$ cat src/rtl/csa_pkg.sv
// Shared types and helpers for the pipelined carry-select adder/subtractor.
// The saturation helpers are only referenced when CSA_SAT_EN is defined.
package csa_pkg;

    // Conditional results of one 4-bit carry-select block
    typedef struct packed {
        logic [3:0] sum0;
        logic       c0;
        logic [3:0] sum1;
        logic       c1;
    } cond_res_t;

    function automatic logic [63:0] sat_max(input int width);
        return (64'd1 << (width - 1)) - 64'd1;
    endfunction

    function automatic logic [63:0] sat_min(input int width);
        return 64'd1 << (width - 1);
    endfunction

    function automatic logic ovf_of(input logic c_msb_in, input logic c_msb_out);
        return c_msb_in ^ c_msb_out;
    endfunction

endpackage

$ cat src/rtl/csa_blk_pre.sv
// One carry-select block: both conditional sums and carries, for carry-in 0 and 1.
module csa_blk_pre
    import csa_pkg::*;
#(
    parameter int BLK = 4
) (
    input  logic [BLK-1:0] a,
    input  logic [BLK-1:0] b,
    output logic [BLK-1:0] sum0,
    output logic           c0,
    output logic [BLK-1:0] sum1,
    output logic           c1
);

    always_comb begin
        {c0, sum0} = {1'b0, a} + {1'b0, b};
        {c1, sum1} = {1'b0, a} + {1'b0, b} + {{BLK{1'b0}}, 1'b1};
    end

endmodule

$ cat src/rtl/csa_pipe_adder.sv
// Two-stage pipelined carry-select adder/subtractor with valid/ready on both sides.
// Define CSA_SAT_EN to saturate the result to signed max/min on overflow.
module csa_pipe_adder
    import csa_pkg::*;
#(
    parameter int WIDTH = 16,
    parameter int BLK   = 4
) (
    input  logic             clk,
    input  logic             rst_n,
    input  logic             in_valid,
    output logic             in_ready,
    input  logic [WIDTH-1:0] a,
    input  logic [WIDTH-1:0] b,
    input  logic             cin,
    input  logic             sub,
    output logic             out_valid,
    input  logic             out_ready,
    output logic [WIDTH-1:0] sum,
    output logic             cout,
    output logic             ovf
);

    localparam int NBLK = WIDTH / BLK;

    logic [WIDTH-1:0]           b_eff;
    logic                       cin_eff;
    logic [NBLK-1:0][BLK-1:0]   pre_sum0;
    logic [NBLK-1:0][BLK-1:0]   pre_sum1;
    logic [NBLK-1:0]            pre_c0;
    logic [NBLK-1:0]            pre_c1;

    logic                       s1_valid;
    logic [NBLK-1:0][BLK-1:0]   s1_sum0;
    logic [NBLK-1:0][BLK-1:0]   s1_sum1;
    logic [NBLK-1:0]            s1_c0;
    logic [NBLK-1:0]            s1_c1;
    logic                       s1_cin;
    logic                       s1_a_msb;
    logic                       s1_b_msb;

    logic                       adv2;
    logic                       accept;
    logic [NBLK:0]              carry;
    logic [NBLK-1:0][BLK-1:0]   sel_sum;
    logic [WIDTH-1:0]           sum_wrap;
    logic [WIDTH-1:0]           sum_nxt;
    logic                       ovf_nxt;

    assign b_eff   = b ^ {WIDTH{sub}};
    assign cin_eff = sub | cin;

    assign adv2     = s1_valid && (!out_valid || out_ready);
    assign in_ready = !s1_valid || adv2;
    assign accept   = in_valid && in_ready;

    for (genvar k = 0; k < NBLK; k++) begin : g_blk
        csa_blk_pre #(.BLK(BLK)) u_pre (
            .a    (a[k*BLK +: BLK]),
            .b    (b_eff[k*BLK +: BLK]),
            .sum0 (pre_sum0[k]),
            .c0   (pre_c0[k]),
            .sum1 (pre_sum1[k]),
            .c1   (pre_c1[k])
        );
    end

    always_ff @(posedge clk or negedge rst_n) begin
        if (!rst_n) begin
            s1_valid <= 1'b0;
            s1_sum0  <= '0;
            s1_sum1  <= '0;
            s1_c0    <= '0;
            s1_c1    <= '0;
            s1_cin   <= 1'b0;
            s1_a_msb <= 1'b0;
            s1_b_msb <= 1'b0;
        end else if (accept) begin
            s1_valid <= 1'b1;
            s1_sum0  <= pre_sum0;
            s1_sum1  <= pre_sum1;
            s1_c0    <= pre_c0;
            s1_c1    <= pre_c1;
            s1_cin   <= cin_eff;
            s1_a_msb <= a[WIDTH-1];
            s1_b_msb <= b_eff[WIDTH-1];
        end else if (adv2) begin
            s1_valid <= 1'b0;
        end
    end

    // Carry ripples only through the per-block select muxes, starting from the real carry-in
    always_comb begin
        carry    = '0;
        sel_sum  = '0;
        carry[0] = s1_cin;
        for (int k = 0; k < NBLK; k++) begin
            sel_sum[k]   = carry[k] ? s1_sum1[k] : s1_sum0[k];
            carry[k+1]   = carry[k] ? s1_c1[k]   : s1_c0[k];
        end
        sum_wrap = sel_sum;
        // Carry into the MSB is recovered from the MSB block's sum bit and its operand bits
        ovf_nxt  = ovf_of(s1_a_msb ^ s1_b_msb ^ sum_wrap[WIDTH-1], carry[NBLK]);
    end

`ifdef CSA_SAT_EN
    localparam logic [63:0] SAT_MAX_W = sat_max(WIDTH);
    localparam logic [63:0] SAT_MIN_W = sat_min(WIDTH);

    // On overflow a clear carry-out means both operands were positive
    always_comb begin
        sum_nxt = sum_wrap;
        if (ovf_nxt) begin
            sum_nxt = carry[NBLK] ? SAT_MIN_W[WIDTH-1:0] : SAT_MAX_W[WIDTH-1:0];
        end
    end
`else
    assign sum_nxt = sum_wrap;
`endif

    always_ff @(posedge clk or negedge rst_n) begin
        if (!rst_n) begin
            out_valid <= 1'b0;
            sum       <= '0;
            cout      <= 1'b0;
            ovf       <= 1'b0;
        end else if (adv2) begin
            out_valid <= 1'b1;
            sum       <= sum_nxt;
            cout      <= carry[NBLK];
            ovf       <= ovf_nxt;
        end else if (out_ready) begin
            out_valid <= 1'b0;
        end
    end

endmodule

$ cat config.mk
export PLATFORM = sky130hd
export DESIGN_NAME = csa_pipe_adder
export DESIGN_NICKNAME = d
export VERILOG_FILES = /design/src/rtl/csa_pkg.sv /design/src/rtl/csa_blk_pre.sv /design/src/rtl/csa_pipe_adder.sv
export SDC_FILE = /design/constraint.sdc
export NUM_CORES = 1
export LEC_CHECK = 0
export CAP_MARGIN = 20
export CELL_PAD_IN_SITES_DETAIL_PLACEMENT = 0
export CELL_PAD_IN_SITES_GLOBAL_PLACEMENT = 1
export CORE_MARGIN = 2
export CORE_UTILIZATION = 30
export DETAILED_ROUTE_END_ITERATION = 10
export GPL_TIMING_DRIVEN = 0
export PLACE_DENSITY_LB_ADDON = 0.08
export SLEW_MARGIN = 25
export SYNTH_ARGS = -nofsm -noshare
export SYNTH_HDL_FRONTEND = slang
export SYNTH_SLANG_ARGS = --single-unit
$ cat constraint.sdc
create_clock -name clk -period 4.9 [get_ports clk]
set_input_delay 0.98 -clock clk [delete_from_list [all_inputs] [get_ports clk]]
set_output_delay 0.98 -clock clk [all_outputs]
set_load 0.05 [all_outputs]
; ---- Yosys cells after proc, flatten, opt, wreduce, memory -nomap -nowiden
; Index checks and enable logic that the tools add are counted.
[totals]
regBits = 63
latch_bits = 0
ramBits = 0
romBits = 0
input_bits = 38
output_inout_bits = 20
word_cells = 51
n_memories = 0
[classes]
add_sub_neg = 8
n_mul = 0
n_div = 0
magnitude_cmp = 0
n_eq_ne = 0
shift = 0
muxes = 12
bitwise = 5
reduce_logical = 8
[op_table]
columns = op, count
row1 = adder 4 x 4 -> 5 bit, 4
row2 = adder 5 x 1 -> 5 bit (second input constant), 4
row3 = two-way mux 4 bit, 4
row4 = XOR 16 bit, 1
row5 = two-way mux 1 bit, 8
row6 = nonzero test 2 bit, 2
row7 = XOR 1 bit, 3
row8 = logical AND 1 bit, 2
row9 = logical NOT 1 bit, 2
row10 = logical OR 1 bit, 2
row11 = bitwise OR 1 bit, 1

; ---- Logic depth before layout (Yosys ltp)
; Gate-level depths: netlist (run 1).
[depth]
ltp_word = 6
ltp_mapped = 11
ltp_nobuf = 9

; ---- By module
; Synthesis (run 1) repeated with hierarchy kept, for this count alone.
[hier_totals]
cells_unflattened = 285
hier_area_um2 = 3525.9
[by_module_without_submodules]
columns = mod, instances, cells_each, area_per_inst_um2, seq_area_each_um2
row1 = csa_pipe_adder, 1, 205, 2745.1, 1576.5
row2 = csa_blk_pre, 4, 20, 195.2, 0.0

; ---- Least setup slack after synthesis (run 1)
; No wires, ideal clock.
[synth_path]
path_type = input-to-reg
from = input port sub
to = register s1_c1[1]
setup_ps = 127
arrival_ps = 3452
slack_ps = 1321
cell_stages = 11
cell_sequence = clkbuf_1 clkbuf_1 xor2_1 ha_1 inv_1 fa_1 xnor2_1 a22oi_1 o22ai_1 mux2i_1 nand3_1
[synth_between]
elab_chain_len = 3
[synth_lines]
columns = item, line
row1 = start: declaration, csa_pipe_adder.sv:16  ; input logic sub,
row2 = XOR 16 bit, csa_pipe_adder.sv:50  ; assign b_eff = b ^ {WIDTH{sub}};
row3 = adder 4 x 4 -> 5 bit, csa_blk_pre.sv:17  ; {c1, sum1} = {1'b0, a} + {1'b0, b} + {{BLK{1'b0}}, 1'b1};
row4 = adder 5 x 1 -> 5 bit, csa_blk_pre.sv:17
row5 = end signal: assignment, csa_pipe_adder.sv:83  ; s1_c1 <= pre_c1;
row6 = end: declaration, csa_pipe_adder.sv:37  ; logic [NBLK-1:0] s1_c1;
; No other way between the ends.
; A chain may end at the register's enable or synchronous reset.

; ---- Worst setup path in the final report (run 1)
; Same ends and word-level chain as after synthesis.

==> results of run 1 <==
worst max-delay path by stage:
stage,to,from,cells after the start
3_3_place_gp,s1_b_msb$_DFFE_PN0P_,rst_n,1
6_report,s1_c1[1]$_DFFE_PN0P_,sub,11
2_1_floorplan,s1_c1[1]$_DFFE_PN0P_,sub,11
4_1_cts,s1_c1[1]$_DFFE_PN0P_,sub,11
5_1_grt,s1_c1[1]$_DFFE_PN0P_,sub,11
3_5_place_dp,s1_c1[1]$_DFFE_PN0P_,sub,11
state kept, by name, summed over array words and instances (netlist names):
signal and count:
s1_sum0 16, s1_sum1 16, sum 16, s1_c0 4, s1_c1 4, cout 1
out_valid 1, ovf 1, s1_a_msb 1, s1_b_msb 1, s1_cin 1, s1_valid 1
per-stage QoR:
stage          util, %  std cells  hold WS [ps]  instance area, um2
3_3_place_gp      37.2        541           456                4230
2_1_floorplan        -        342           445                3490
5_1_grt           40.4        557           501                4590
6_report          40.4        557           470                4590
4_1_cts           40.4        557           474                4590
3_5_place_dp      37.4        542           461                4260
placed cells by master (no fill, tap or decap), drive strengths merged, types with 2 or more instances in the layout:
master and n:
nor2 2, mux2i 22, xor2 22, and4 3, nand2 77, bufinv 2
nand2b 5, fa 4, buf 4, a21oi 7, inv 9, xnor2 13
ha 21, nand3 6, and2 2, a21o 8, clkbuf 24, o31ai 2
o21ai 36, mux2 9, a31oi 2, nor2b 2, nand4 2, clkdlybuf4s50 55
dfrtp 63
worst reg2reg max path: cells and delay by family (launching register included):
kind / cells / cell delay [ps]
muxes: 4 / 1720
DFF: 1 / 330
buffers and inverters: 1 / 150
AOI/OAI and AO/OA: 1 / 90
power by group:
group	internal, mW	switching, mW	total [mW]	leakage, nW
combinational	0.357	0.542	0.899	1.16
clock	0.483	0.217	0.700	0.165
sequential	0.681	0.0923	0.774	0.768
total	1.52	0.852	2.37	2.10
cells by family after synthesis:
logic type | count (synthesis) | synth area share (%)
fa+ha+maj | 25 | 9.82
compound gates | 61 | 10.0
buf+inv | 23 | 2.69
mux | 31 | 10.3
simple gates | 104 | 13.3
xor+xnor | 35 | 8.78
flops | 63 | 45.1
routing by layer:
| metal | track usage [%] | vias to the layer above |
|---|---|---|
| met1 | 20.9 | 1206 |
| met3 | 2.34 | 7 |
| met5 | 0 | - |
| li1 | - | 1307 |
| met4 | 5.93 | 0 |
| met2 | 19.6 | 50 |
synth_stat cells (2+ instances only):
master and n:
o21ai_1 35, nand4_1 2, fa_1 4, nand2b_1 5, clkbuf_1 12, mux2_1 9
ha_1 21, nor2_1 2, a21oi_1 7, a31oi_1 2, xor2_1 22, dfrtp_1 63
and4_1 3, xnor2_1 13, o31ai_1 2, inv_1 9, and2_1 2, mux2i_4 3
mux2i_1 19, a21o_1 8, nor2b_1 2, nand3_1 6, nand2_1 76
area by class of cell:
cell class | count | area share [%]
inverter | 9 | 0.736
timing repair buffer | 57 | 12.8
buffer | 14 | 1.31
tap | 143 | 3.90
clock buffer | 12 | 5.81
clock inverter | 3 | 1.42
sequential | 63 | 34.4
multi-input combinational | 256 | 39.7
==> metrics.md, run 1 <==
| Metric | Value |
|---|---|
| Setup Fix Bufs, Post-CTS | 0 |
| Final Max Slew Viols | 0 |
| R2R Path End | sum[14]$_DFFE_PN0P_ |
| Worst min-delay path endpoint | s1_sum1[13]$_DFFE_PN0P_ |
| Number of synthesized flops with an enable pin | 0 |
| Critical path buffers and inverters | 3 |
| Largest net degree at the start of global routing | 48 |
| Yosys warns | 0 |
| DR WL/cell | 14.3 um |
| Ratio of cells with drive above 1 in the final layout | 5.31% |
| Post-DP HPWL | 6030 um |
| Clock Sinks | 63 |
| Worst-Margin Slew | 801 ps |
| Post-route ant nets | 0 |
| Power Density | 517 nW/um2 |
| Die extent in x | 112 um |
| Ys async rst share | 100% |
| Hold Vio Cnt, Final | 0 |
| Setup violators final | 0 |
| I/O Buffers | 56 |
| Worst path max stage delay | 660 ps |
| Initial antenna violation count | 0 |
| Max Clk Rate | 0.257 GHz |
| Sequential fraction of the synthesis area | 45.1% |
| Worst hold start | s1_sum1[13]$_DFFE_PN0P_ |
| Syn avg cell area | 10.2 um2 |
| RR Startpoint | s1_cin$_DFFE_PN0P_ |
| Slew headroom | 46.6% |
| Slowest-stage cell, CP | clkbuf_1 |
| Worst-path maximum fanout | 10 |
| Worst R2R Path Depth | 6 |
| Req. time, crit path | 5100 ps |
| Hold bufs inserted after CTS | 0 |
| TritonCTS Buffers | 9 |
| Root Buffer | clkbuf_16 |
| Initial DRC Count | 105 |
| P_leak | 2.10 nW |
| Final TNS setup | 0 ps |
| R2R Setup Slk | 2500 ps |
| Layout area overhead | 31.4% |
| Final worst-path cycle share | 79.4% |
| Register Area | 1580 um2 |
| Initial Utilization | 30.7% |
| Setup Skew | 4.90 ps |
| Peak VDD IR | 0.265 mV |
| Skew-Pair Late Insertion Delay | 320 ps |
| RSZ-0062 raised after global routing | false |
| Vias per cell | 4.61 |
| Max Root-Sink Buffers | 2 |
| Die H | 112 um |
| Max Used Layer | met4 |
| Family with the most delay on the worst path | buffers and inverters |
| CP endpoint kind | flip-flop |
| Vias in the first global route | 2,567 |
| Metal-1 WL | 4210 um |
| Distinct cells, synth | 38 |
| Die ar. | 12,500 um2 |
| # rows | 39 |
| Total Power | 2.37 mW |
| Nets | 473 |
| Post-synth top flop | dfrtp_1 |
| Area contributors post-synth | dfrtp_1, nand2_1, ha_1, xor2_1, mux2i_1 |
| Htree depth | 3 |
| Total wire length | 7980 um |
| Pre-CTS setup slack | 599 ps |
| DR pass1 iterations | 4 |
| DR DRC count | 0 |
| Routed length on met3 | 280 um |
| Hold Crit Class | flip-flop to flip-flop |
| Io pins | 58 |
| Post-synthesis register bit count | 63 |
| Grt ovf | 0 |
| Core region area | 11,400 um2 |
| Post-CTS Resized | 0 |
| CTS tree | yes |
| Synth area leader | dfrtp_1 |
| Fillers | 1,181 |
| Hold path cells | 2 |
| Min cycle time layout | 3890 ps |
| Most used cell, CP | clkbuf_1 |
| Share of the synthesized area in the top cell type | 45.1% |
| Status | completed |
| CP arrival | 4090 ps |
| Max_cap viols | 0 |
| Crit-path cells | clkbuf_1 -> clkbuf_1 -> xor2_1 -> ha_1 -> inv_1 -> fa_1 -> xnor2_1 -> a22oi_1 -> o22ai_1 -> mux2i_1 -> nand3_1 |
| Net count after synthesis | 405 |
| Worst setup SP type | input port |
| Mapped cell area | 3490 um2 |
| Multi-input gate area | 1820 um2 |
| Setup WS post-layout | 1010 ps |
| Clk slew on worst S/H paths | 50 ps |
| Ant. Diodes | 0 |
| Detailed-route via count | 2,570 |
| RD Place Congestion | 0.724 |
| Mapped Cells | 342 |
| Crit Path Category | input port to flip-flop |
| First-pass GRT wire length | 13,600 um |
| Global-route usage over all layers | 13.9% |
| Metal2 WL | 3400 um |
Note: power is estimated with default switching activity, not from simulation.
==> run 2, diff against run 1 <==
- clock period: 4.9 -> 3.35 ns (I/O delays scaled with it)
==> metrics.md, run 2 (synthesis gave the netlist of run 1 again) <==
| Metric | Value |
|---|---|
| Total wire length | 8020 um (+0.48%) |
| Ant. Diodes | 0 (unchanged) |
| Post-Route Utilization | 40.5% (+0.099 points) |
| Worst setup SP type | input port |
| Hold slack | 219 ps (-252 ps) |
| Global-route usage over all layers | 13.9% (unchanged) |
| P_leak | 2.11 nW (+0.45%) |
| Max Clk Rate | 0.319 GHz |
| Clock Sinks | 63 (unchanged) |
| Max_cap viols | 0 (unchanged) |
| Crit Path Category | input port to flip-flop |
| I/O Buffers | 56 (unchanged) |
| Die extent in x | 112 um (unchanged) |
| First-pass GRT wire length | 13,600 um (unchanged) |
| Initial antenna violation count | 0 (unchanged) |
| Die ar. | 12,500 um2 (unchanged) |
| Die H | 112 um (unchanged) |
| Status | completed |
| Vias per cell | 4.63 (+0.43%) |
| Critical path buffers and inverters | 3 (unchanged) |
| Pre-CTS setup slack | -641 ps (-1240 ps) |
| Root Buffer | clkbuf_16 |
| Req. time, crit path | 3550 ps (-1550 ps) |
| # rows | 39 (unchanged) |
| TritonCTS Buffers | 9 (unchanged) |
| Min cycle time layout | 3140 ps |
| P_sw | 1.25 mW (+46%) |
| Max Root-Sink Buffers | 2 (unchanged) |
| Clock power frac | 29.5% (about the same) |
| Slew headroom | 54.1% (+7.5 points) |
| Commonest non-fill, non-tap cells in the layout | nand2_1, dfrtp_1, clkdlybuf4s50_1, o21ai_1, xor2_1 |
| Grt ovf | 0 (unchanged) |
| Skew-Pair Late Insertion Delay | 320 ps (about the same) |
| Largest net degree at the start of global routing | 48 (unchanged) |
| DR WL/cell | 14.4 um (+0.48%) |
| Sequential Power Share | 32.6% (about the same) |
| Hold Vio Cnt, Final | 0 (unchanged) |
| Io pins | 58 (unchanged) |
| Placed Area | 4260 um2 (unchanged) |
| R2R Setup Slk | 940 ps (-1560 ps) |
| Power Density | 755 nW/um2 (+46%) |
| Final Max Slew Viols | 0 (unchanged) |
| Commonest non-fill, non-tap cell in the layout | nand2_1 |
| DR pass1 iterations | 4 (unchanged) |
| RD Place Congestion | 0.724 (unchanged) |
| Post-route ant nets | 0 (unchanged) |
| CTS tree | yes |
| Worst-path maximum fanout | 10 (unchanged) |
| CP arrival | 3330 ps (-760 ps) |
| Crit-path cells | buf_1 -> clkbuf_4 -> xor2_1 -> ha_1 -> inv_1 -> fa_1 -> xnor2_2 -> a22oi_1 -> o22ai_1 -> mux2i_1 -> nand3_1 |
| Vias in the first global route | 2,567 (unchanged) |
| Setup WS post-layout | 214 ps (-797 ps) |
| Setup Skew | 4.44 ps (-0.461 ps) |
| Combinational Power Share | 38.0% (about the same) |
| Worst-Margin Slew | 688 ps (-113 ps) |
| Setup Fix Bufs, Post-CTS | 0 (unchanged) |
| Initial Utilization | 30.7% (unchanged) |
| R2R Path End | sum[14]$_DFFE_PN0P_ |
| RR Startpoint | s1_cin$_DFFE_PN0P_ |
| Post-route cell area | 4600 um2 (+0.25%) |
| Core region area | 11,400 um2 (unchanged) |
| Slowest-stage cell, CP | fa_1 |
| Final worst-path cycle share | 93.6% |
| Post-DP HPWL | 6030 um (unchanged) |
| CP Depth | 11 (unchanged) |
| Worst path max stage delay | 460 ps (-200 ps) |
| Crit path capture | s1_c1[1]$_DFFE_PN0P_ |
| Layout area overhead | 31.7% |
| Peak VDD IR | 0.387 mV (+46%) |
| Initial DRC Count | 108 (+2.9%) |
| Family with the most delay on the worst path | buffers and inverters |
| Internal power | 2.23 mW (+46%) |
| Clk slew on worst S/H paths | 50 ps (about the same) |
| Worst R2R Path Depth | 6 (unchanged) |
| CP Launch Point | sub |
| Sw frac | 35.9% (about the same) |
| Nets | 473 (unchanged) |
| Ratio of cells with drive above 1 in the final layout | 5.80% (+0.48 points) |
| Detailed-route via count | 2,581 (+0.43%) |
| DR DRC count | 0 (unchanged) |
| Htree depth | 3 (unchanged) |
| Biggest registers after layout | s1_sum0 (16), s1_sum1 (16), sum (16) |
| CP endpoint kind | flip-flop |
| Setup violators final | 0 (unchanged) |
| Hold Crit Class | input port to async pin |
[run 2: changes by cell type in the layout (fill, tap and decap cells not counted)]
cell and delta:
xnor2_1 -1, clkbuf_4 +1, xnor2_2 +1, clkbuf_1 -2, buf_1 +1
[run 2: what timing repair did]
item / CTS / global route
gates resized for setup: 2 / 2
hold buffers: 0 / 0
endpoints found under the setup margin: 2 / 1
[run 2: per-stage QoR]
step                setup TNS, ps  instances  total power [mW]
global route                -6.64        557              3.69
detailed placement          -3260        542              2.47
floorplan                       0        342              2.03
CTS                             0        557              3.52
finish                          0        557              3.47
global placement           -43670        541              2.45
[run 2: final cells by class]
type,count,area [um2]
clock buffers,12,267
clock inverters,3,65.1
repair buffers,57,586
fillers,1182,6770
inverters,9,33.8
well taps,143,179
multi-input cells,256,1830
flip-flops and latches,63,1580
plain buffers,14,63.8
[run 2: how the worst min path moves through the flow]
| stage | startpoint | end | cells after the start |
|---|---|---|---|
| floorplan | rst_n | cout$_DFFE_PN0P_ | 0 |
| global placement | s1_sum1[9]$_DFFE_PN0P_ | s1_sum1[9]$_DFFE_PN0P_ | 2 |
| detailed placement | s1_sum1[5]$_DFFE_PN0P_ | s1_sum1[5]$_DFFE_PN0P_ | 2 |
| CTS | rst_n | s1_sum0[1]$_DFFE_PN0P_ | 1 |
| global route | rst_n | sum[0]$_DFFE_PN0P_ | 1 |
| finish | rst_n | sum[0]$_DFFE_PN0P_ | 1 |
[run 2: worst reg2reg max path: stages, from the launching register on]
cell and delay [ps]:
dfrtp_1 330, buf_6 150, mux2i_4 410, mux2i_4 480
mux2i_4 510, mux2i_1 330, o21ai_1 90
[run 2: layer usage]
| metal | vias up | routed length [um] | global-route usage (%) |
|---|---|---|---|
| li1 | 1308 | - | - |
| met4 | 0 | 95 | 5.93 |
| met3 | 7 | 290 | 2.34 |
| met5 | - | 0 | 0 |
| met2 | 55 | 3440 | 19.6 |
| met1 | 1211 | 4200 | 20.9 |
[run 2: power groups by stage]
| stage | logic [mW] | registers (mW) | clock network [mW] |
|---|---|---|---|
| floorplan | 0.599 | 1.44 | 0 |
| global placement | 1.31 | 1.14 | 0 |
| detailed placement | 1.33 | 1.15 | 0 |
| CTS | 1.33 | 1.13 | 1.06 |
| global route | 1.44 | 1.16 | 1.09 |
| finish | 1.32 | 1.13 | 1.02 |
==> run 3, diff against run 2 <==
- PLACE_DENSITY: not set -> 0.71
- PLACE_DENSITY_LB_ADDON: 0.08 -> not set
- RECOVER_POWER: not set -> 25
==> metrics.md, run 3 (synthesis gave the netlist of run 1 again) <==
| Metric | Value |
|---|---|
| Initial DRC Count | 82 (-24%) |
| Max_cap viols | 0 (unchanged) |
| Grt ovf | 0 (unchanged) |
| Global-route usage over all layers | 13.3% (-0.54 points) |
| CP endpoint kind | flip-flop |
| Setup WS post-layout | 278 ps (+63.5 ps) |
| Slowest-stage cell, CP | fa_1 |
| Peak VDD IR | 0.319 mV (-17%) |
| Req. time, crit path | 3560 ps (about the same) |
| Min cycle time layout | 3070 ps (-63.5 ps) |
| Biggest registers after layout | s1_sum0 (16), s1_sum1 (16), sum (16) |
| Total wire length | 7600 um (-5.2%) |
| Fillers | 1,133 (-4.1%) |
| Htree depth | 3 (unchanged) |
| Vias in the first global route | 2,727 (+6.2%) |
| DR WL/cell | 13.6 um (-5.4%) |
| Hold slack | 469 ps (+251 ps) |
| # rows | 39 (unchanged) |
| Vias per cell | 4.61 (-0.49%) |
| Layout area overhead | 30.1% |
| Io pins | 58 (unchanged) |
| Nets | 473 (unchanged) |
| RD Place Congestion | 0.763 (+5.4%) |
| Hold bufs inserted after CTS | 0 (unchanged) |
| Setup Fix Bufs, Post-CTS | 0 (unchanged) |
| Status | completed |
| Skew-Pair Late Insertion Delay | 330 ps (about the same) |
| Commonest non-fill, non-tap cells in the layout | nand2_1, dfrtp_1, clkdlybuf4s50_1, o21ai_1, xor2_1 |
| RSZ-0062 raised after global routing | false |
| DR DRC count | 0 (unchanged) |
| Crit-path cells | clkbuf_2 -> clkbuf_2 -> xor2_1 -> ha_1 -> inv_1 -> fa_1 -> xnor2_1 -> a22oi_1 -> o22ai_1 -> mux2i_1 -> nand3_1 |
| Worst-Margin Slew | 1320 ps (+629 ps) |
| Core region area | 11,400 um2 (unchanged) |
| Post-route ant nets | 0 (unchanged) |
| I/O Buffers | 56 (unchanged) |
| CP arrival | 3280 ps (-50 ps) |
| Power Density | 744 nW/um2 (-1.6%) |
| First-pass GRT wire length | 13,200 um (-2.7%) |
| Ratio of cells with drive above 1 in the final layout | 5.54% (-0.25 points) |
| CTS tree | yes |
| Hold Crit Class | flip-flop to flip-flop |
| Max Root-Sink Buffers | 2 (unchanged) |
| Initial Utilization | 30.7% (unchanged) |
| Multi-input gate area | 1820 um2 (-0.41%) |
| Root Buffer | clkbuf_16 |
| Post-CTS Resized | 2 (unchanged) |
| Die extent in x | 112 um (unchanged) |
| Hold Vio Cnt, Final | 0 (unchanged) |
| Final Max Slew Viols | 0 (unchanged) |
| Pre-CTS setup slack | -661 ps (-20.6 ps) |
| P_leak | 2.08 nW (-1.2%) |
| Die H | 112 um (unchanged) |
| Clock Sinks | 63 (unchanged) |
| Register Area | 1580 um2 (unchanged) |
| Setup violators final | 0 (unchanged) |
| Worst-path maximum fanout | 10 (unchanged) |
| Post-DP HPWL | 5840 um (-3.1%) |
| Initial antenna violation count | 0 (unchanged) |
| Commonest non-fill, non-tap cell in the layout | nand2_1 |
| Worst path max stage delay | 430 ps (-30 ps) |
| Most used cell, CP | clkbuf_2 |
| Die ar. | 12,500 um2 (unchanged) |
| Detailed-route via count | 2,573 (-0.31%) |
| Slew headroom | 12.2% (-42 points) |
| TritonCTS Buffers | 9 (unchanged) |
| Max Clk Rate | 0.326 GHz (+2.1%) |
| DR pass1 iterations | 6 (+2) |
| Ant. Diodes | 0 (unchanged) |
| Final worst-path cycle share | 91.7% (-1.9 points) |
| Crit Path Category | input port to flip-flop |
| Clk slew on worst S/H paths | 50 ps (about the same) |
| Worst setup SP type | input port |
| Largest net degree at the start of global routing | 40 (-17%) |
| Setup Skew | 4.88 ps (+0.435 ps) |
==> run 3: final cells by class <==
cell class / count / share of cell area, %
plain buffers: 14 / 1.38
clock buffers: 13 / 5.95
flip-flops and latches: 63 / 34.7
inverters: 9 / 0.744
clock inverters: 3 / 0.881
well taps: 143 / 3.94
repair buffers: 57 / 12.3
multi-input cells: 256 / 40.1
==> run 3: stage by stage <==
stage               util (%)  power (mW)  instances  area (um2)  TNS, ps
finish                  40.0        3.38        558        4540        0
global route            40.0        3.60        558        4540        0
CTS                     40.1        3.42        558        4560        0
detailed placement      37.4        2.46        542        4250    -3510
global placement        37.2        2.43        541        4230   -31870
floorplan                  -        2.03        342        3490        0
==> run 3: final timing paths <==
check                      depth (start not counted)                     from  slack, ps                 endpoint
setup / recovery                                  11                      sub        280     s1_c1[1]$_DFFE_PN0P_
hold / removal                                     2  s1_sum0[13]$_DFFE_PN0P_        470  s1_sum0[13]$_DFFE_PN0P_
setup reg to reg                                   6       s1_cin$_DFFE_PN0P_       1030         cout$_DFFE_PN0P_
hold reg to reg                                    2  s1_sum0[13]$_DFFE_PN0P_        470  s1_sum0[13]$_DFFE_PN0P_
max in group asynchronous                          2                    rst_n       1120          ovf$_DFFE_PN0P_
min in group asynchronous                          1                    rst_n        620   s1_sum0[3]$_DFFE_PN0P_
==> run 3: worst max-delay path, delay by kind of cell <==
kind	cells	cell delay (ps)
and+or+nand+nor	1	90
AOI/OAI and AO/OA	2	410
buffers and inverters	3	680
muxes	1	210
xor gates and xnor gates	2	600
adders and majority gates	2	630
==> run 3: per-layer routing <==
layer | track usage, % | vias to the layer above | share of wire [%]
li1 | - | 1305 | -
met1 | 17.6 | 1211 | 48
met2 | 21.1 | 49 | 46
met3 | 3.43 | 8 | 3.8
met4 | 5.02 | 0 | 1.8
met5 | 0 | - | 0
==> run 3: report_power, final <==
part	internal [mW]	total [mW]	switching, mW
combinational	0.519	1.30	0.778
clock	0.633	0.950	0.317
sequential	0.997	1.13	0.135
